$ cat src/rtl/hist_capture_ctrl_if.sv
// Signal bundle around the histogram capture controller: command bytes in, UART TX bytes out,
// the shared BRAM port and the pulse-generator start/stop controls.
interface hist_capture_ctrl_if #(
  parameter int unsigned ADDR_WIDTH = 9,
  parameter int unsigned DATA_WIDTH = 16
);
  logic                  cmd_valid;
  logic [7:0]            cmd_code;
  logic                  cmd_ready;
  logic [7:0]            tx_data;
  logic                  tx_valid;
  logic                  tx_ready;
  logic                  bram_owner;
  logic [ADDR_WIDTH-1:0] bram_address;
  logic                  bram_write_read;
  logic [DATA_WIDTH-1:0] bram_write_data;
  logic [DATA_WIDTH-1:0] bram_read_data;
  logic                  start_pulse_generator;
  logic                  stop_pulse_generator;
  logic                  pulse_gen_done;
  logic                  bram_reset_done;
  logic                  busy;

  modport master (
    input  cmd_valid, cmd_code, tx_ready, bram_read_data, pulse_gen_done,
    output cmd_ready, tx_data, tx_valid, bram_owner, bram_address, bram_write_read,
           bram_write_data, start_pulse_generator, stop_pulse_generator,
           bram_reset_done, busy
  );

  modport slave (
    output cmd_valid, cmd_code, tx_ready, bram_read_data, pulse_gen_done,
    input  cmd_ready, tx_data, tx_valid, bram_owner, bram_address, bram_write_read,
           bram_write_data, start_pulse_generator, stop_pulse_generator,
           bram_reset_done, busy
  );
endinterface

$ cat src/rtl/hist_capture_ctrl.sv
// Command sequencer for histogram capture: decodes PC command bytes and sequences bin clear,
// capture start/stop and two-bytes-per-bin readout over the UART TX handshake.
module hist_capture_ctrl #(
  parameter int unsigned ADDR_WIDTH = 9,
  parameter int unsigned DATA_WIDTH = 16,
  parameter int unsigned NUM_BINS   = 512
) (
  input  logic                clk,
  input  logic                reset,
  hist_capture_ctrl_if.master bus
);

  localparam logic [7:0] CMD_CLEAR = 8'h43;
  localparam logic [7:0] CMD_START = 8'h53;
  localparam logic [7:0] CMD_STOP  = 8'h50;
  localparam logic [7:0] CMD_READ  = 8'h52;
  localparam logic [7:0] ERR_BYTE  = 8'hEE;
  localparam logic [ADDR_WIDTH-1:0] LAST_ADDR = ADDR_WIDTH'(NUM_BINS - 1);

  typedef enum logic [2:0] {
    ST_IDLE, ST_CLEAR, ST_CAPTURE, ST_RD_ADDR, ST_RD_WAIT, ST_TX_HI, ST_TX_LO, ST_TX_ERR
  } state_t;

  state_t                state_q, state_d;
  logic [ADDR_WIDTH-1:0] addr_q, addr_d;
  logic [DATA_WIDTH-1:0] data_q, data_d;
  logic [7:0]            tx_data_q, tx_data_d;
  logic                  tx_valid_q, tx_valid_d;
  logic                  cmd_ready_q, cmd_ready_d;
  logic                  owner_q, owner_d;
  logic                  wr_q, wr_d;
  logic                  start_q, start_d;
  logic                  stop_q, stop_d;
  logic                  done_q, done_d;
  logic                  busy_q, busy_d;
  logic                  cmd_fire;
  logic                  tx_fire;

  assign cmd_fire = bus.cmd_valid & cmd_ready_q;
  assign tx_fire  = tx_valid_q & bus.tx_ready;

  // Next state; every output flop is derived from the state being entered.
  always_comb begin
    state_d   = state_q;
    addr_d    = addr_q;
    data_d    = data_q;
    tx_data_d = tx_data_q;
    done_d    = done_q;
    start_d   = 1'b0;
    stop_d    = 1'b0;

    case (state_q)
      ST_IDLE: begin
        if (cmd_fire) begin
          case (bus.cmd_code)
            CMD_CLEAR: begin
              state_d = ST_CLEAR;
              addr_d  = '0;
              done_d  = 1'b0;
            end
            CMD_START: begin
              if (done_q) begin
                state_d = ST_CAPTURE;
                start_d = 1'b1;
              end else begin
                state_d   = ST_TX_ERR;
                tx_data_d = ERR_BYTE;
              end
            end
            CMD_READ: begin
              state_d = ST_RD_ADDR;
              addr_d  = '0;
            end
            CMD_STOP: state_d = ST_IDLE;
            default: begin
              state_d   = ST_TX_ERR;
              tx_data_d = ERR_BYTE;
            end
          endcase
        end
      end
      ST_CLEAR: begin
        if (addr_q == LAST_ADDR) begin
          state_d = ST_IDLE;
          done_d  = 1'b1;
        end else begin
          addr_d = addr_q + 1'b1;
        end
      end
      ST_CAPTURE: begin
        // A stop command wins over a simultaneous done so the stop pulse is still issued.
        if (cmd_fire) begin
          if (bus.cmd_code == CMD_STOP) begin
            state_d = ST_IDLE;
            stop_d  = 1'b1;
          end else begin
            state_d   = ST_TX_ERR;
            tx_data_d = ERR_BYTE;
          end
        end else if (bus.pulse_gen_done) begin
          state_d = ST_IDLE;
        end
      end
      ST_RD_ADDR: state_d = ST_RD_WAIT;
      ST_RD_WAIT: begin
        data_d    = bus.bram_read_data;
        tx_data_d = bus.bram_read_data[DATA_WIDTH-1 -: 8];
        state_d   = ST_TX_HI;
      end
      ST_TX_HI: begin
        if (tx_fire) begin
          tx_data_d = data_q[7:0];
          state_d   = ST_TX_LO;
        end
      end
      ST_TX_LO: begin
        if (tx_fire) begin
          if (addr_q == LAST_ADDR) begin
            state_d = ST_IDLE;
          end else begin
            addr_d  = addr_q + 1'b1;
            state_d = ST_RD_ADDR;
          end
        end
      end
      ST_TX_ERR: begin
        if (tx_fire) state_d = ST_IDLE;
      end
      default: state_d = ST_IDLE;
    endcase

    tx_valid_d  = (state_d == ST_TX_HI) || (state_d == ST_TX_LO) || (state_d == ST_TX_ERR);
    cmd_ready_d = (state_d == ST_IDLE) || (state_d == ST_CAPTURE);
    owner_d     = (state_d != ST_CAPTURE);
    wr_d        = (state_d == ST_CLEAR);
    busy_d      = (state_d != ST_IDLE);
  end

  always_ff @(posedge clk) begin
    if (reset) begin
      state_q     <= ST_IDLE;
      addr_q      <= '0;
      data_q      <= '0;
      tx_data_q   <= '0;
      tx_valid_q  <= 1'b0;
      cmd_ready_q <= 1'b0;
      owner_q     <= 1'b1;
      wr_q        <= 1'b0;
      start_q     <= 1'b0;
      stop_q      <= 1'b0;
      done_q      <= 1'b0;
      busy_q      <= 1'b0;
    end else begin
      state_q     <= state_d;
      addr_q      <= addr_d;
      data_q      <= data_d;
      tx_data_q   <= tx_data_d;
      tx_valid_q  <= tx_valid_d;
      cmd_ready_q <= cmd_ready_d;
      owner_q     <= owner_d;
      wr_q        <= wr_d;
      start_q     <= start_d;
      stop_q      <= stop_d;
      done_q      <= done_d;
      busy_q      <= busy_d;
    end
  end

  assign bus.cmd_ready             = cmd_ready_q;
  assign bus.tx_data               = tx_data_q;
  assign bus.tx_valid              = tx_valid_q;
  assign bus.bram_owner            = owner_q;
  assign bus.bram_address          = addr_q;
  assign bus.bram_write_read       = wr_q;
  assign bus.bram_write_data       = '0;
  assign bus.start_pulse_generator = start_q;
  assign bus.stop_pulse_generator  = stop_q;
  assign bus.bram_reset_done       = done_q;
  assign bus.busy                  = busy_q;

endmodule

$ cat src/flat_wrapper.sv
// flat-port wrapper written by rule: the top's interface ports become plain ports
module hist_capture_ctrl_flat 
#(
  parameter int unsigned ADDR_WIDTH = 9,
  parameter int unsigned DATA_WIDTH = 16,
  parameter int unsigned NUM_BINS   = 512
)
  (clk, reset, bus_cmd_valid, bus_cmd_code, bus_tx_ready, bus_bram_read_data, bus_pulse_gen_done, bus_cmd_ready, bus_tx_data, bus_tx_valid, bus_bram_owner, bus_bram_address, bus_bram_write_read, bus_bram_write_data, bus_start_pulse_generator, bus_stop_pulse_generator, bus_bram_reset_done, bus_busy);
  hist_capture_ctrl_if #(.ADDR_WIDTH(ADDR_WIDTH), .DATA_WIDTH(DATA_WIDTH)) bus_i ();
  input  logic clk;
  input  logic reset;
  input wire logic [$bits(bus_i.cmd_valid)-1:0] bus_cmd_valid;
  input wire logic [$bits(bus_i.cmd_code)-1:0] bus_cmd_code;
  input wire logic [$bits(bus_i.tx_ready)-1:0] bus_tx_ready;
  input wire logic [$bits(bus_i.bram_read_data)-1:0] bus_bram_read_data;
  input wire logic [$bits(bus_i.pulse_gen_done)-1:0] bus_pulse_gen_done;
  output wire logic [$bits(bus_i.cmd_ready)-1:0] bus_cmd_ready;
  output wire logic [$bits(bus_i.tx_data)-1:0] bus_tx_data;
  output wire logic [$bits(bus_i.tx_valid)-1:0] bus_tx_valid;
  output wire logic [$bits(bus_i.bram_owner)-1:0] bus_bram_owner;
  output wire logic [$bits(bus_i.bram_address)-1:0] bus_bram_address;
  output wire logic [$bits(bus_i.bram_write_read)-1:0] bus_bram_write_read;
  output wire logic [$bits(bus_i.bram_write_data)-1:0] bus_bram_write_data;
  output wire logic [$bits(bus_i.start_pulse_generator)-1:0] bus_start_pulse_generator;
  output wire logic [$bits(bus_i.stop_pulse_generator)-1:0] bus_stop_pulse_generator;
  output wire logic [$bits(bus_i.bram_reset_done)-1:0] bus_bram_reset_done;
  output wire logic [$bits(bus_i.busy)-1:0] bus_busy;
  assign bus_i.cmd_valid = bus_cmd_valid;
  assign bus_i.cmd_code = bus_cmd_code;
  assign bus_i.tx_ready = bus_tx_ready;
  assign bus_i.bram_read_data = bus_bram_read_data;
  assign bus_i.pulse_gen_done = bus_pulse_gen_done;
  assign bus_cmd_ready = bus_i.cmd_ready;
  assign bus_tx_data = bus_i.tx_data;
  assign bus_tx_valid = bus_i.tx_valid;
  assign bus_bram_owner = bus_i.bram_owner;
  assign bus_bram_address = bus_i.bram_address;
  assign bus_bram_write_read = bus_i.bram_write_read;
  assign bus_bram_write_data = bus_i.bram_write_data;
  assign bus_start_pulse_generator = bus_i.start_pulse_generator;
  assign bus_stop_pulse_generator = bus_i.stop_pulse_generator;
  assign bus_bram_reset_done = bus_i.bram_reset_done;
  assign bus_busy = bus_i.busy;
  hist_capture_ctrl #(.ADDR_WIDTH(ADDR_WIDTH), .DATA_WIDTH(DATA_WIDTH), .NUM_BINS(NUM_BINS)) u_core (.clk(clk), .reset(reset), .bus(bus_i));
endmodule
$ cat config.mk
export PLATFORM = sky130hd
export DESIGN_NAME = hist_capture_ctrl_flat
export DESIGN_NICKNAME = d
export VERILOG_FILES = /design/src/rtl/hist_capture_ctrl_if.sv /design/src/rtl/hist_capture_ctrl.sv /design/src/flat_wrapper.sv
export SDC_FILE = /design/constraint.sdc
export NUM_CORES = 1
export LEC_CHECK = 0
export CAP_MARGIN = 20
export CORE_MARGIN = 5
export CORE_UTILIZATION = 48
export DETAILED_ROUTE_END_ITERATION = 10
export PLACE_DENSITY_LB_ADDON = 0.25
export SLEW_MARGIN = 40
export SYNTH_ARGS = -nofsm -noshare
export SYNTH_HDL_FRONTEND = slang
export SYNTH_SLANG_ARGS = --single-unit
$ cat constraint.sdc
create_clock -name clk -period 4.35 [get_ports clk]
set_input_delay 0.87 -clock clk [delete_from_list [all_inputs] [get_ports clk]]
set_output_delay 0.87 -clock clk [all_outputs]
set_load 0.005 [all_outputs]
==> run metrics, run 1 <==
status finished, final reports clean; Post-Route WL 4640 um; GRT Overall Usage 0.170; hold_buf cts 0; period utilization 0.656; n_diodes 0; reg2reg setup slack between 1.5 and 2 ns; Tot Pwr 1.30 mW; placed cells between 300 and 400; Syn Area/Cell between 8 and 9 um2; cts bufs inserted 5; Cell Area, Synth slightly below 2000 um2; Setup TNS 0 ns; leak pwr ~0.94 nW; Post-synth EDFFs 0; synth unique cells 53; Clk Latency, worst-skew pair between 0.2 and 0.3 ns; Total Nets Final 309; Rows 23; area leader, netlist dfxtp_1; Core Area just under 4000 um2; cells after synthesis 228; Worst Path Required 4.54 ns; clk sinks 36; crit path from bus_cmd_code[4]; main area contributors after synthesis dfxtp_1 37%, buf_4 6.9%, a21oi_1 6.4%; PD cells slightly above 500 nW/um2; VDD IR max about 0.22 mV; Post-route DRC 0; Async SR Flop Fraction 0; Vias/cell 5.53; Clock Pin Slew Worst Setup and Hold Paths around 0.080 ns; Final Skew approximately 0.0079 ns; Fill cells 356; number of max-cap violations 0; Hold Vio Cnt, Final 0; #FFs+latches synth 36; worst slew pin tran between 0.6 and 0.7 ns; Tmin final ~2.9 ns; Post-CTS Setup Bufs 0; commonest non-fill, non-tap cell in the layout clkdlybuf4s50_1; Die Y-Extent 73.6 um; critical path fanouts, max 7; slew margin rel. 0.574; HP Start u_core.data_q[7]; DRT iter0 DRCs about 120; CTS Buffer Depth 2; Clock Root Buffer clkbuf_8; Peak Freq approximately 350 MHz; gr ovfl total 0; Area growth syn-to-layout 31.0%; HPWL Detailed ~3400 um; synth warn 0; fin cells ~330; Vias about 1.8k; Critical Path Start Type input port; Initial Util 0.490; final core utilization 0.641; fraction of layout cells with a size suffix above 1 0.0573; largest net degree at the start of global routing 30; Buffers on Ports between 50 and 60; vias in the first global route 1609; die area roughly 5400 um2; DRT Pass-1 Iters 4; Yosys top cell area share 0.371; number of placed I/O pins 70; critical path arrival 3.04 ns; crit path kind input port to flop; most frequent cells in the layout 53 x clkdlybuf4s50_1, 35 x dfxtp_1, 25 x a21oi_1; H-tree levels 2; antenna viol nets, final 0; final max-slew violation count 0; worst min-delay path class flop to flop; Chip Width between 70 and 80 um; initial antenna violation count 0; RSZ-0062 raised after global routing no; CTS tree built; post-cts resize count 0; DR WL/cell 14.1 um; CP endpoint kind flop; # setup viols final 0; Placer Congestion approximately 0.87; first-pass GRT wire length between 7000 and 8000 um; reg-to-reg startpoint u_core.state_q[2]; main flop type after synthesis dfxtp_1; Seq/Total Area, Yosys 0.371
[routing by layer]
metal,track usage,up-vias,routed length [um]
met2,0.272,70,2190
met5,0,-,0
met3,0.0451,4,437
met4,0.0543,0,49
li1,-,896,-
met1,0.222,848,1960
[stage by stage]
stage                     setup slack [ns]  instance area (um2)  hold WS [ns]
after floorplan                       1.97                 2000         0.453
after global placement                1.32                 2430         0.460
after detailed placement              1.20                 2430         0.468
after CTS                             1.51                 2550         0.479
after global routing                  1.36                 2550         0.500
final                                 1.50                 2550         0.477
[flip-flops by register name, indices dropped and copies added (netlist names)]
name                              cells
u_core.bus.tx_valid                   1
u_core.data_q                         8
u_core.bus.start_pulse_generator      1
u_core.bus.tx_data                    8
u_core.bus.busy                       1
u_core.bus.bram_owner                 1
u_core.bus.bram_write_read            1
u_core.bus.bram_address               9
u_core.state_q                        3
u_core.bus.bram_reset_done            1
u_core.bus.cmd_ready                  1
u_core.bus.stop_pulse_generator       1
[report_power, final]
part           switching [mW]  internal [mW]
clock                   0.121          0.170
sequential             0.0944          0.398
combinational           0.267          0.245
[cell families after synthesis]
group / after synthesis / synth area share
AOI/OAI and AO/OA: 67 / 0.226
xor gates and xnor gates: 5 / 0.0225
adders and majority gates: 2 / 0.0129
buffers and inverters: 29 / 0.0920
DFF: 36 / 0.371
muxes: 8 / 0.0412
other: 1 / 0.00193
and+or+nand+nor: 80 / 0.233
[synth_stat cells, types with 4 or more instances]
library cell / count
a21oi_1: 25
and3_1: 9
buf_4: 18
clkbuf_1: 6
dfxtp_1: 36
mux2i_1: 8
nand2_1: 16
nand2b_1: 5
nand3_1: 6
nor2_1: 14
o21a_1: 6
o21ai_0: 11
or3_1: 4
[worst max-delay path: stages]
cell	delay [ns]
clkdlybuf4s50_1	0.58
or4b_1	0.48
o31a_1	0.29
o22ai_1	0.37
a21oi_1	0.22
o21a_1	0.23
[worst paths after layout]
path                                 to  cells past startpoint
hold / removal         u_core.data_q[7]                      2
hold reg to reg        u_core.data_q[7]                      2
setup / recovery  u_core.bus.tx_data[6]                      6
setup reg to reg  u_core.bus.tx_data[6]                      5
[final cells by class]
cell class | instances | area [um2] | share of cell area
multi-input cells | 178 | 1100 | 0.432
clock inverters | 3 | 42.5 | 0.0167
repair buffers | 54 | 538 | 0.211
clock buffers | 5 | 68.8 | 0.0270
well taps | 50 | 62.6 | 0.0246
flip-flops and latches | 36 | 722 | 0.284
inverters | 3 | 11.3 | 0.00442
Power figures use the tool's default switching activity.
==> run 2: changes to the inputs <==
--- a/config.mk
+++ b/config.mk
@@ -7,7 +7,7 @@
 export LEC_CHECK = 0
 export CAP_MARGIN = 20
 export CORE_MARGIN = 5
-export CORE_UTILIZATION = 48
+export CORE_UTILIZATION = 45
 export DETAILED_ROUTE_END_ITERATION = 10
 export PLACE_DENSITY_LB_ADDON = 0.25
 export SLEW_MARGIN = 40
==> constraint.sdc (replaced) <==
create_clock -name clk -period 2.9 [get_ports clk]
set_input_delay 0.58 -clock clk [delete_from_list [all_inputs] [get_ports clk]]
set_output_delay 0.58 -clock clk [all_outputs]
set_load 0.005 [all_outputs]
==> run metrics, run 2 (same netlist as run 1, synthesis figures left out) <==
Core Area 4260 um2 (was 3970 um2); Chip Width 75.7 um (was 73.6 um); slew margin rel. 0.628 (was 0.574); CTS Buffer Depth 2 (unchanged); CTS tree built (unchanged); die area 5740 um2 (was 5420 um2); clk sinks 36 (unchanged); top layer in use met4 (unchanged); HPWL Detailed 3460 um (was 3410 um); Reg power frac 0.347 (was 0.380); critical path fanouts, max 9 (was 7); Initial Util 0.456 (was 0.490); Area growth syn-to-layout 32.8% (was 31.0%); Peak Freq around 400 MHz; Clk Latency, worst-skew pair 0.28 ns (was 0.29 ns); clock power share 0.214 (was 0.224); period utilization 0.884; Clock Root Buffer clkbuf_8 (unchanged); # setup viols final 0 (unchanged); Setup TNS 0 ns (unchanged); number of max-cap violations 0 (unchanged); leak pwr 0.967 nW (was 0.942 nW); fraction of layout cells with a size suffix above 1 0.0669 (was 0.0573); post-route setup slack 0.336 ns (was 1.50 ns); Tmin final between 2 and 3 ns; Buffers on Ports 53 (unchanged); Rows 24 (was 23); gr ovfl total 0 (unchanged); GRT Overall Usage 0.165 (was 0.170); crit path kind flop to flop (was input port to flop); antenna viol nets, final 0 (unchanged); Internal 1.27 mW (was 813 uW); Fill cells 378 (was 356); Final Skew 0.00473 ns (was 0.00792 ns); initial antenna violation count 0 (unchanged); Post-Route WL 4550 um (was 4640 um); n_diodes 0 (unchanged); met3 WL 400 um (was 437 um); Die Y-Extent 75.7 um (was 73.6 um); worst slew pin tran 0.553 ns (was 0.640 ns); Vias 1791 (was 1818); Placer Congestion 0.887 (was 0.873); Clock Pin Slew Worst Setup and Hold Paths 0.07 ns (was 0.08 ns); PD cells 768 nW/um2 (was 509 nW/um2); largest net degree at the start of global routing 27 (was 30); Post-CTS Setup Bufs 0 (unchanged); DRT Pass-1 Iters 4 (unchanged); worst min-delay path class flop to flop (unchanged); M1 wire length 2020 um (was 1960 um); H-tree levels 2 (unchanged); DR WL/cell 13.6 um (was 14.1 um); commonest non-fill, non-tap cell in the layout clkdlybuf4s50_1 (unchanged); most frequent cells in the layout 53 x clkdlybuf4s50_1, 36 x dfxtp_1, 25 x a21oi_1 (was 53 x clkdlybuf4s50_1, 35 x dfxtp_1, 25 x a21oi_1); multi-input logic area 1100 um2 (unchanged); Setup WS pre-CTS 0.193 ns (was 1.20 ns); Total Nets Final 314 (was 309); first-pass GRT wire length 7230 um (was 7300 um); CP endpoint kind flop (unchanged); switching power 715 uW (was 483 uW); final max-slew violation count 0 (unchanged); Largest register FFs 9 (unchanged); Vias/cell 5.33 (was 5.53); vias in the first global route 1647 (was 1609); Tot Pwr 1.98 mW (was 1.30 mW); wire length on met2 2100 um (was 2190 um); DRT iter0 DRCs 74 (was 116); post-cts resize count 0 (unchanged); cts bufs inserted 5 (unchanged); VDD IR max 0.420 mV (was 0.225 mV); Hold Vio Cnt, Final 0 (unchanged); RSZ-0062 raised after global routing no (unchanged); Sw Share 0.361 (was 0.373); Worst Path Required 3.11 ns (was 4.54 ns); Seq. cell area 721 um2 (was 722 um2); status finished, final reports clean (unchanged); Post-route DRC 0 (unchanged); hold_buf cts 0 (unchanged); number of placed I/O pins 70 (unchanged); Logic pwr share 0.438 (was 0.396); Critical Path Start Type flop (was input port); critical path arrival 2.78 ns (was 3.04 ns)
[run 2: final timing paths]
path	startpoint	slack [ns]	depth (start not counted)	end
max	u_core.bus.bram_address[0]	0.34	9	u_core.bus.bram_address[1]
max reg2reg	u_core.bus.bram_address[0]	0.34	9	u_core.bus.bram_address[1]
min reg2reg	u_core.bus.tx_data[2]	0.47	1	u_core.bus.tx_data[2]
min	u_core.bus.tx_data[2]	0.47	1	u_core.bus.tx_data[2]
[run 2: final cells by class]
class                   count  share of cell area
clock buffers               6              0.0281
inverters                   3             0.00436
clock inverters             2              0.0136
multi-input cells         178               0.427
flip-flops and latches     36               0.279
repair buffers             59               0.223
well taps                  52              0.0252
[run 2: worst max-delay path, cell delays in order (launching register included)]
cell,delay (ns)
dfxtp_1,0.34
ha_1,0.23
and3_1,0.19
and3_1,0.18
ha_1,0.25
nand4bb_1,0.15
o31ai_1,0.15
or3_1,0.47
or3b_1,0.39
a21oi_1,0.15
[run 2: layer usage]
metal	GRT usage	vias up
met5	0	-
met4	0.0408	0
met3	0.0554	4
met2	0.273	55
met1	0.206	821
li1	-	911
[run 2: power groups by stage]
| stage | Sequential, mW | Combinational [mW] | Clock, mW |
|---|---|---|---|
| 2_1_floorplan | 0.657 | 0.598 | 0 |
| 5_1_grt | 0.704 | 0.977 | 0.457 |
| 3_3_place_gp | 0.696 | 0.862 | 0 |
| 6_report | 0.688 | 0.869 | 0.425 |
| 4_1_cts | 0.686 | 0.872 | 0.435 |
| 3_5_place_dp | 0.696 | 0.866 | 0 |
[run 2: stage by stage]
| step | std cells | instance area [um2] | util | hold WS, ns |
|---|---|---|---|---|
| after detailed placement | 328 | 2470 | 0.580 | 0.457 |
| after global routing | 336 | 2580 | 0.605 | 0.488 |
| after global placement | 328 | 2470 | 0.580 | 0.448 |
| after CTS | 336 | 2580 | 0.605 | 0.474 |
| after floorplan | 243 | 2000 | - | 0.453 |
| final | 336 | 2580 | 0.605 | 0.469 |
==> run 3: changes to the inputs <==
--- a/config.mk
+++ b/config.mk
@@ -6,6 +6,7 @@
 export NUM_CORES = 1
 export LEC_CHECK = 0
 export CAP_MARGIN = 20
+export CORE_ASPECT_RATIO = 0.75
 export CORE_MARGIN = 5
 export CORE_UTILIZATION = 45
 export DETAILED_ROUTE_END_ITERATION = 10
==> run metrics, run 3 (same netlist as run 1, synthesis figures left out) <==
placed cells 330 (was 328); worst min-delay path class flop to flop (unchanged); Register-to-Register Path Depth 9 (unchanged); CP endpoint kind flop (unchanged); H-tree levels 2 (unchanged); critical path arrival 2.78 ns (about the same); HPWL Detailed 3620 um (was 3460 um); GRT Max-Usage Layer met2 (unchanged); most frequent cells in the layout 53 x clkdlybuf4s50_1, 36 x dfxtp_1, 25 x a21oi_1 (unchanged); number of placed I/O pins 70 (unchanged); CTS Buffer Depth 2 (unchanged); Peak Freq 388 MHz (was 390 MHz); number of max-cap violations 0 (unchanged); vias in the first global route 1592 (was 1647); routing usage on met1 0.229 (was 0.206); Vias/cell 5.34 (was 5.33); commonest non-fill, non-tap cell in the layout clkdlybuf4s50_1 (unchanged); final max-slew violation count 0 (unchanged); clk sinks 36 (unchanged); Critical Path Start Type flop (unchanged); leak pwr 0.948 nW (was 0.967 nW); Rows 20 (was 24); fraction of layout cells with a size suffix above 1 0.0603 (was 0.0669); GRT Overall Usage 0.169 (was 0.165); antenna viol nets, final 0 (unchanged); Setup TNS 0 ns (unchanged); RSZ-0062 raised after global routing no (unchanged); period utilization 0.889 (was 0.884); largest net degree at the start of global routing 27 (unchanged); Largest register FFs 9 (unchanged); gr ovfl total 0 (unchanged); Placer Congestion 0.819 (was 0.887); Hold Vio Cnt, Final 0 (unchanged); status finished, final reports clean (unchanged); critical path fanouts, max 9 (unchanged); Tmin final 2.58 ns (was 2.56 ns); Post-route DRC 0 (unchanged); die area 5750 um2 (was 5740 um2); GRT met2 Usage 0.263 (was 0.273); CTS tree built (unchanged); worst slew pin tran 0.557 ns (was 0.553 ns); DRT iter0 DRCs 128 (was 74); Chip Width 85.9 um (was 75.7 um); post-cts resize count 0 (unchanged); initial antenna violation count 0 (unchanged); HP Start u_core.bus.tx_data[5] (was u_core.bus.tx_data[2]); crit path kind flop to flop (unchanged); routing usage on met3 0.0470 (was 0.0554); Post-CTS Setup Bufs 0 (unchanged); Worst Path Required 3.11 ns (about the same); reg-to-reg startpoint u_core.bus.bram_address[0] (unchanged); Initial Util 0.474 (was 0.456); hold_buf cts 0 (unchanged); VDD IR max 0.421 mV (was 0.420 mV); Clock Root Buffer clkbuf_8 (unchanged); PD cells 741 nW/um2 (was 768 nW/um2); Hold WS 0.468 ns (was 0.469 ns); Die Y-Extent 66.9 um (was 75.7 um); Post-Route WL 4790 um (was 4550 um); # setup viols final 0 (unchanged); cts bufs inserted 5 (unchanged); Area growth syn-to-layout 31.0% (was 32.8%); Vias 1799 (was 1791); Core Area 4100 um2 (was 4260 um2); Clk Latency, worst-skew pair 0.28 ns (about the same); slew margin rel. 0.629 (was 0.628); DRT Pass-1 Iters 4 (unchanged); fin cells 337 (was 336); Worst Hold Path Cells 1 (unchanged); n_diodes 0 (unchanged); Clock Pin Slew Worst Setup and Hold Paths 0.06 ns (was 0.07 ns); DR WL/cell 14.2 um (was 13.6 um); Total Nets Final 313 (was 314); first-pass GRT wire length 7670 um (was 7230 um); Final Skew 0.00798 ns (was 0.00473 ns); crit path from u_core.bus.bram_address[0] (unchanged); Tot Pwr 1.89 mW (was 1.98 mW); Buffers on Ports 53 (unchanged)
run 3: worst max-delay path, stage by stage, from the launching register on:
cell and delay, ns:
dfxtp_1 0.35, ha_1 0.25, and3_1 0.17, and3_1 0.18
ha_1 0.25, nand4bb_1 0.15, o31ai_1 0.14, or3_1 0.47
or3_1 0.40, a21oi_1 0.15
run 3: worst paths after layout:
| check | to | slack, ns |
|---|---|---|
| worst max-delay path | u_core.bus.bram_address[7] | 0.32 |
| worst min-delay path | u_core.bus.tx_data[5] | 0.47 |
| worst max register to register | u_core.bus.bram_address[7] | 0.32 |
| worst min register to register | u_core.bus.tx_data[5] | 0.47 |
run 3: cell type report:
cell class | instances | area (um2)
tap | 55 | 68.8
timing repair buffer | 58 | 568
fill | 372 | 1560
inverter | 3 | 11.3
sequential | 36 | 721
clock buffer | 6 | 72.6
clock inverter | 1 | 5.00
multi-input combinational | 178 | 1100
run 3: stage by stage:
step	utilization	setup WS [ns]	cell area (um2)
3_3_place_gp	0.602	0.184	2470
6_report	0.621	0.321	2550
2_1_floorplan	-	0.589	2000
3_5_place_dp	0.602	0.164	2470
5_1_grt	0.621	0.195	2550
4_1_cts	0.621	0.313	2550
run 3: power breakdown:
group	switching, mW	internal, mW
Clock	0.167	0.163
Sequential	0.0988	0.595
Combinational	0.460	0.404
Total	0.726	1.16
run 3: routing by layer:
metal | up-vias | part of all wire
met2 | 49 | 0.46
li1 | 913 | -
met4 | 0 | 0.0096
met3 | 7 | 0.057
met5 | - | 0
met1 | 830 | 0.48
